==> src/rtl/alu_pkg.sv <==
// rtl/alu_pkg.sv - opcode and state encodings for the parametrised multi-cycle ALU
package alu_pkg;

  localparam logic [2:0] OP_ADD = 3'b000;
  localparam logic [2:0] OP_SUB = 3'b001;
  localparam logic [2:0] OP_AND = 3'b010;
  localparam logic [2:0] OP_OR  = 3'b011;
  localparam logic [2:0] OP_XOR = 3'b100;
  localparam logic [2:0] OP_SHL = 3'b101;
  localparam logic [2:0] OP_SHR = 3'b110;
  localparam logic [2:0] OP_MUL = 3'b111;

  typedef enum logic [1:0] {
    ST_IDLE = 2'd0,
    ST_EXEC = 2'd1,
    ST_MUL  = 2'd2
  } state_t;

endpackage

==> src/rtl/alu_shift_add_mul.sv <==
// rtl/alu_shift_add_mul.sv - iterative LSB-first shift-add multiplier datapath
module alu_shift_add_mul
  import alu_pkg::*;
#(
  parameter int WIDTH = 8
) (
  input  logic               clk,
  input  logic               reset,
  input  logic               load,
  input  logic               step,
  input  logic [WIDTH-1:0]   a,
  input  logic [WIDTH-1:0]   b,
  output logic [2*WIDTH-1:0] product,
  output logic               last
);

  localparam int CW = $clog2(WIDTH + 1);

  logic [2*WIDTH-1:0] acc_q;
  logic [2*WIDTH-1:0] a_sh_q;
  logic [WIDTH-1:0]   b_sh_q;
  logic [CW-1:0]      cnt_q;

  // product is the accumulator value after the current step, so the final
  // step's contribution is already included when last is high
  assign product = acc_q + (b_sh_q[0] ? a_sh_q : '0);
  assign last    = (cnt_q == CW'(WIDTH - 1));

  always_ff @(posedge clk) begin
    if (reset) begin
      acc_q  <= '0;
      a_sh_q <= '0;
      b_sh_q <= '0;
      cnt_q  <= '0;
    end else if (load) begin
      acc_q  <= '0;
      a_sh_q <= {{WIDTH{1'b0}}, a};
      b_sh_q <= b;
      cnt_q  <= '0;
    end else if (step) begin
      acc_q  <= product;
      a_sh_q <= a_sh_q << 1;
      b_sh_q <= b_sh_q >> 1;
      cnt_q  <= cnt_q + 1'b1;
    end
  end

endmodule

==> src/rtl/multicycle_alu_param.sv <==
// rtl/multicycle_alu_param.sv - WIDTH-bit multi-cycle ALU with start/done/busy handshake
module multicycle_alu_param
  import alu_pkg::*;
#(
  parameter int WIDTH = 8,
  parameter int SHW   = $clog2(WIDTH)
) (
  input  logic               clk,
  input  logic               reset,
  input  logic               start,
  input  logic [WIDTH-1:0]   A,
  input  logic [WIDTH-1:0]   B,
  input  logic [2:0]         Op,
  output logic [2*WIDTH-1:0] Y,
  output logic               zero,
  output logic               busy,
  output logic               done
);

  state_t             state_q;
  logic [WIDTH-1:0]   a_q;
  logic [WIDTH-1:0]   b_q;
  logic [2:0]         op_q;
  logic [2*WIDTH-1:0] y_q;
  logic               zero_q;
  logic               busy_q;
  logic               done_q;
  logic [2*WIDTH-1:0] res_d;
  logic [2*WIDTH-1:0] mul_product;
  logic               mul_last;
  logic               mul_load;
  logic               mul_step;

  assign mul_load = (state_q == ST_IDLE) && start && (Op == OP_MUL);
  assign mul_step = (state_q == ST_MUL);

  alu_shift_add_mul #(.WIDTH(WIDTH)) u_mul (
    .clk     (clk),
    .reset   (reset),
    .load    (mul_load),
    .step    (mul_step),
    .a       (A),
    .b       (B),
    .product (mul_product),
    .last    (mul_last)
  );

  always_comb begin
    res_d = '0;
    case (op_q)
      OP_ADD:  res_d[WIDTH:0]   = {1'b0, a_q} + {1'b0, b_q};
      OP_SUB:  res_d[WIDTH:0]   = {1'b0, a_q} - {1'b0, b_q};
      OP_AND:  res_d[WIDTH-1:0] = a_q & b_q;
      OP_OR:   res_d[WIDTH-1:0] = a_q | b_q;
      OP_XOR:  res_d[WIDTH-1:0] = a_q ^ b_q;
      OP_SHL:  res_d[WIDTH-1:0] = a_q << b_q[SHW-1:0];
      OP_SHR:  res_d[WIDTH-1:0] = a_q >> b_q[SHW-1:0];
      default: res_d = '0;
    endcase
  end

  always_ff @(posedge clk) begin
    if (reset) begin
      state_q <= ST_IDLE;
      a_q     <= '0;
      b_q     <= '0;
      op_q    <= OP_ADD;
      y_q     <= '0;
      zero_q  <= 1'b1;
      busy_q  <= 1'b0;
      done_q  <= 1'b0;
    end else begin
      done_q <= 1'b0;
      case (state_q)
        ST_IDLE: begin
          if (start) begin
            a_q     <= A;
            b_q     <= B;
            op_q    <= Op;
            busy_q  <= 1'b1;
            state_q <= (Op == OP_MUL) ? ST_MUL : ST_EXEC;
          end
        end
        ST_EXEC: begin
          y_q     <= res_d;
          zero_q  <= (res_d == '0);
          done_q  <= 1'b1;
          busy_q  <= 1'b0;
          state_q <= ST_IDLE;
        end
        ST_MUL: begin
          if (mul_last) begin
            y_q     <= mul_product;
            zero_q  <= (mul_product == '0);
            done_q  <= 1'b1;
            busy_q  <= 1'b0;
            state_q <= ST_IDLE;
          end
        end
        default: state_q <= ST_IDLE;
      endcase
    end
  end

  assign Y    = y_q;
  assign zero = zero_q;
  assign busy = busy_q;
  assign done = done_q;

endmodule

==> config.mk <==
export PLATFORM = sky130hd
export DESIGN_NAME = multicycle_alu_param
export DESIGN_NICKNAME = d
export VERILOG_FILES = /design/src/rtl/alu_pkg.sv /design/src/rtl/alu_shift_add_mul.sv /design/src/rtl/multicycle_alu_param.sv
export SDC_FILE = /design/constraint.sdc
export NUM_CORES = 1
export LEC_CHECK = 0
export ABC_AREA = 1
export BUFFER_PORTS_ARGS = -buffer_cell sky130_fd_sc_hd__buf_2
export CAP_MARGIN = 10
export CORE_MARGIN = 2
export CORE_UTILIZATION = 62
export CTS_CLUSTER_DIAMETER = 50
export CTS_CLUSTER_SIZE = 8
export DETAILED_ROUTE_END_ITERATION = 10
export PLACE_DENSITY = 0.79
export SYNTH_ARGS = -nofsm -noshare
export SYNTH_HDL_FRONTEND = slang
export SYNTH_SLANG_ARGS = --single-unit
==> constraint.sdc <==
create_clock -name clk -period 2.8 [get_ports clk]
set_input_delay 0.56 -clock clk [delete_from_list [all_inputs] [get_ports clk]]
set_output_delay 0.56 -clock clk [all_outputs]
set_load 0.02 [all_outputs]
==> Implementation_results.wiki <==
{| class="wikitable"
! Metric !! Value
|-
| Post-synthesis instance area || between 0.005 and 0.006 mm²
|-
| Met2 Wirelength || roughly 7.5 mm
|-
| Share of power burned in the clock network || a little under a third
|-
| Final worst clock skew || roughly 0.017 ns
|-
| Die Footprint || 0.01043 mm²
|-
| Routed WL || approximately 17 mm
|-
| Maximum level of the CTS H-tree || 3
|-
| Crit path required time || 3.13 ns
|-
| Shortest period the worst path allows || between 2 and 2.5 ns
|-
| Sort of element at the end of the critical path || flip-flop
|-
| Commonest cells after routing, fill and taps aside || 290 x nand2_1, 116 x nand3_1, 110 x inv_1, 82 x dfxtp_1, 79 x a21oi_1
|-
| Detailed Routing Iterations Pass 1 || 6
|-
| Chip Height || between 100 and 150 µm
|-
| Ratio of routed vias to standard cells || roughly 5.8
|-
| Met1 Routed Length || 7.877 mm
|-
| Clk pin slew, worst setup/hold paths || roughly 0.11 ns
|-
| Global placer's final weighted congestion || roughly 0.97
|-
| Total negative slack || 0 ns
|-
| Number of routed nets with antenna violations || 0
|-
| Combinational share of power || between 20% and 30%
|-
| Grt ovf || 0
|-
| Post-route design area || approximately 0.0064 mm²
|-
| GRT Resource Usage Total || between 30% and 40%
|-
| Average wire per cell in the routed design || about 15 µm
|-
| Number of I/O pins || 41
|-
| Vias in the first global route || about 5,700
|-
| Number of sinks handled by clock tree synthesis || between 80 and 90
|-
| Number of different library cells in the post-synthesis netlist || 40
|-
| Worst setup path class || flip-flop to flip-flop
|-
| Final Hold Violating Endpoints || 0
|-
| Wire length of the first global-routing pass || between 20 and 30 mm
|-
| Horizontal die dimension || 102.1 µm
|-
| Yosys reg bits || 84
|-
| Average size of a mapped cell || around 6.3 µm²
|-
| Antenna diode instance count || 0
|-
| Number of max-slew violations in the final report || 0
|-
| Ys flop type || dfxtp_1
|-
| Number of antenna violations at the first check in global routing || 0
|-
| Pwr dens || between 400 and 500 mW/mm²
|-
| Cell type with the highest occurrence count on the critical path || nand2_1
|-
| Initial cell density of the core || around 64%
|-
| Site row count || 35
|-
| Path category of the worst min-delay check || input port to flip-flop
|-
| Leakage dissipation || around 3.2 nW
|-
| Placed instance area || roughly 0.0062 mm²
|-
| Ys async rst share || 0%
|-
| Total number of vias || about 6,400
|-
| Filler-free cell count of the finished design || ~1,100
|-
| Most frequent standard cell in the layout excluding fill and tap cells || nand2_1
|-
| CTS buffer count || 9
|-
| Syn_nets || ~1,000
|-
| Routed wire length on met3 || 1.381 mm
|-
| Register share of total power || 45.5%
|-
| Nets@finish || 1,042
|-
| Syn Inst Count || 950
|-
| Fraction of power spent switching nets || between 30% and 40%
|-
| Number of warnings issued by yosys || 0
|-
| Max-slew headroom || between 30% and 40%
|-
| Largest net degree at the start of global routing || 41
|-
| Switching power total || between 1 and 1.5 mW
|-
| Area of the core region || 0.009284 mm²
|-
| Clock Tree Buf Depth || 2
|-
| Total power after layout || 2.893 mW
|-
| Sequential share of the synthesized area || between 20% and 30%
|-
| CP max stage cell || ha_1
|-
| Highest signal layer in the routed design || met4
|-
| Cell chain of the critical path || inv_1 -> ha_1 -> inv_1 -> a21oi_1 -> nand2_1 -> nand2_1 -> nand3_1 -> nand3_1 -> nand3_1 -> nor3_1 -> nand3_1 -> nand2_1 -> nand2_1 -> nand2_1
|-
| Data arrival time at the worst-slack endpoint || between 2 and 3 ns
|-
| Setup repair after global routing missed its margin || false
|-
| Placed cells || between 1,000 and 1,500
|-
| Longest individual stage delay on the worst path || a little over 0.5 ns
|-
| Post-synth EDFFs || 0
|-
| Sort of element at the start of the critical path || flip-flop
|-
| CTS tree || done
|-
| Period utilization || between 80% and 90%
|-
| Peak fanout along the critical path || 8
|-
| Layout cells sized above 1 || 8.905%
|-
| Status || finished clean
|-
| Cell at the root of the clock tree || clkbuf_8
|-
| Maximum VDD drop || about 0.35 mV
|-
| Highest attainable clock frequency || roughly 400 MHz
|-
| Total of endpoints with negative setup slack in the final report || 0
|-
| Relative area change from synthesis to final layout || 7.335%
|-
| DRC violation total after the first TritonRoute iteration || between 600 and 700
|-
| Final HPWL DP || 13.30 mm
|-
| Least-Margin Pin Slew || between 0.9 and 1 ns
|-
| Clock latency at the later pin of the worst-skew pair || 0.37 ns
|-
| Max-cap violations || 0
|-
| DRC violations left || 0
|-
| Internal portion of total power || ~1.8 mW
|-
| PortBufs || 40
|}
-- worst max-delay path, delay by kind of cell, from the launching register on --
family | cells | cell delay [ns]
buf+inv | 2 | 0.32
flops | 1 | 0.45
fa+ha+maj | 1 | 0.51
compound gates | 1 | 0.18
simple gates | 10 | 0.98
-- power by group through the flow --
stage                     Sequential (mW)  Combinational [mW]  Clock, mW
after floorplan                      1.34               0.487          0
after global placement               1.34               0.649          0
after detailed placement             1.34               0.664          0
after CTS                            1.31               0.667      0.896
after global routing                 1.32               0.760      0.941
final                                1.32               0.680      0.897
-- metrics by stage --
step           hold slack [ns]  util (%)  setup slack (ns)
2_1_floorplan           0.4404         -            0.4741
3_3_place_gp            0.4325     66.85            0.2429
3_5_place_dp            0.4520     66.85            0.2249
4_1_cts                 0.4481     69.00            0.2269
5_1_grt                 0.4705     69.03            0.1152
6_report                0.4488     69.03            0.3173
-- cells by family after synthesis --
group / share of synthesized area (%)
simple gates: 36.61
fa+ha+maj: 10.44
xor+xnor: 0.7334
flops: 28.16
buf+inv: 10.92
compound gates: 13.14
-- worst paths after layout --
kind,depth (start not counted),slack [ns],startpoint,endpoint
max,14,0.32,b_q[2],zero
min,3,0.45,B[7],u_mul.b_sh_q[7]
max reg2reg,14,0.32,b_q[2],zero
min reg2reg,2,0.47,u_mul.a_sh_q[15],u_mul.a_sh_q[15]
-- flip-flops by register name, summed over array words and instances (netlist names) --
register and flops:
Y 16, u_mul.a_sh_q 16, u_mul.acc_q 16, a_q 8, b_q 8, u_mul.b_sh_q 8
u_mul.cnt_q 4, op_q 3, state_q 2, busy 1, done 1, zero 1
-- metal layers --
metal / vias to the layer above / global-route usage, %
li1: 3132 / -
met1: 2909 / 49.53
met2: 307 / 51.67
met3: 30 / 3.557
met4: 0 / 10.05
met5: - / 0
-- what timing repair did --
| action | CTS | global route |
|---|---|---|
| resized for setup | 0 | 2 |
| hold endpoints to repair | 0 | 0 |
| buffers inserted | 0 | 0 |
| hold buffers | 0 | 0 |
| setup endpoints to repair | 0 | 1 |
-- cell type report --
type / count / area (µm²)
inverters: 119 / 450.4
clock buffers: 9 / 123.9
well taps: 129 / 161.4
clock inverters: 7 / 76.32
flip-flops and latches: 84 / 1684
repair buffers: 50 / 275.3
fillers: 834 / 2875
multi-input cells: 708 / 3637
-- Yosys cell counts (13+ instances only) --
library cell	n	area [µm²]
a21oi_1	79	395.4
nor2_1	58	217.7
ha_1	45	563.0
nand2_1	290	1089
nand4_1	13	81.33
inv_1	110	412.9
nand3_1	116	580.6
o21ai_0	44	220.2
clkbuf_1	19	71.32
dfxtp_1	84	1682
a31oi_1	14	87.58
(Power assumes the default switching activity.)
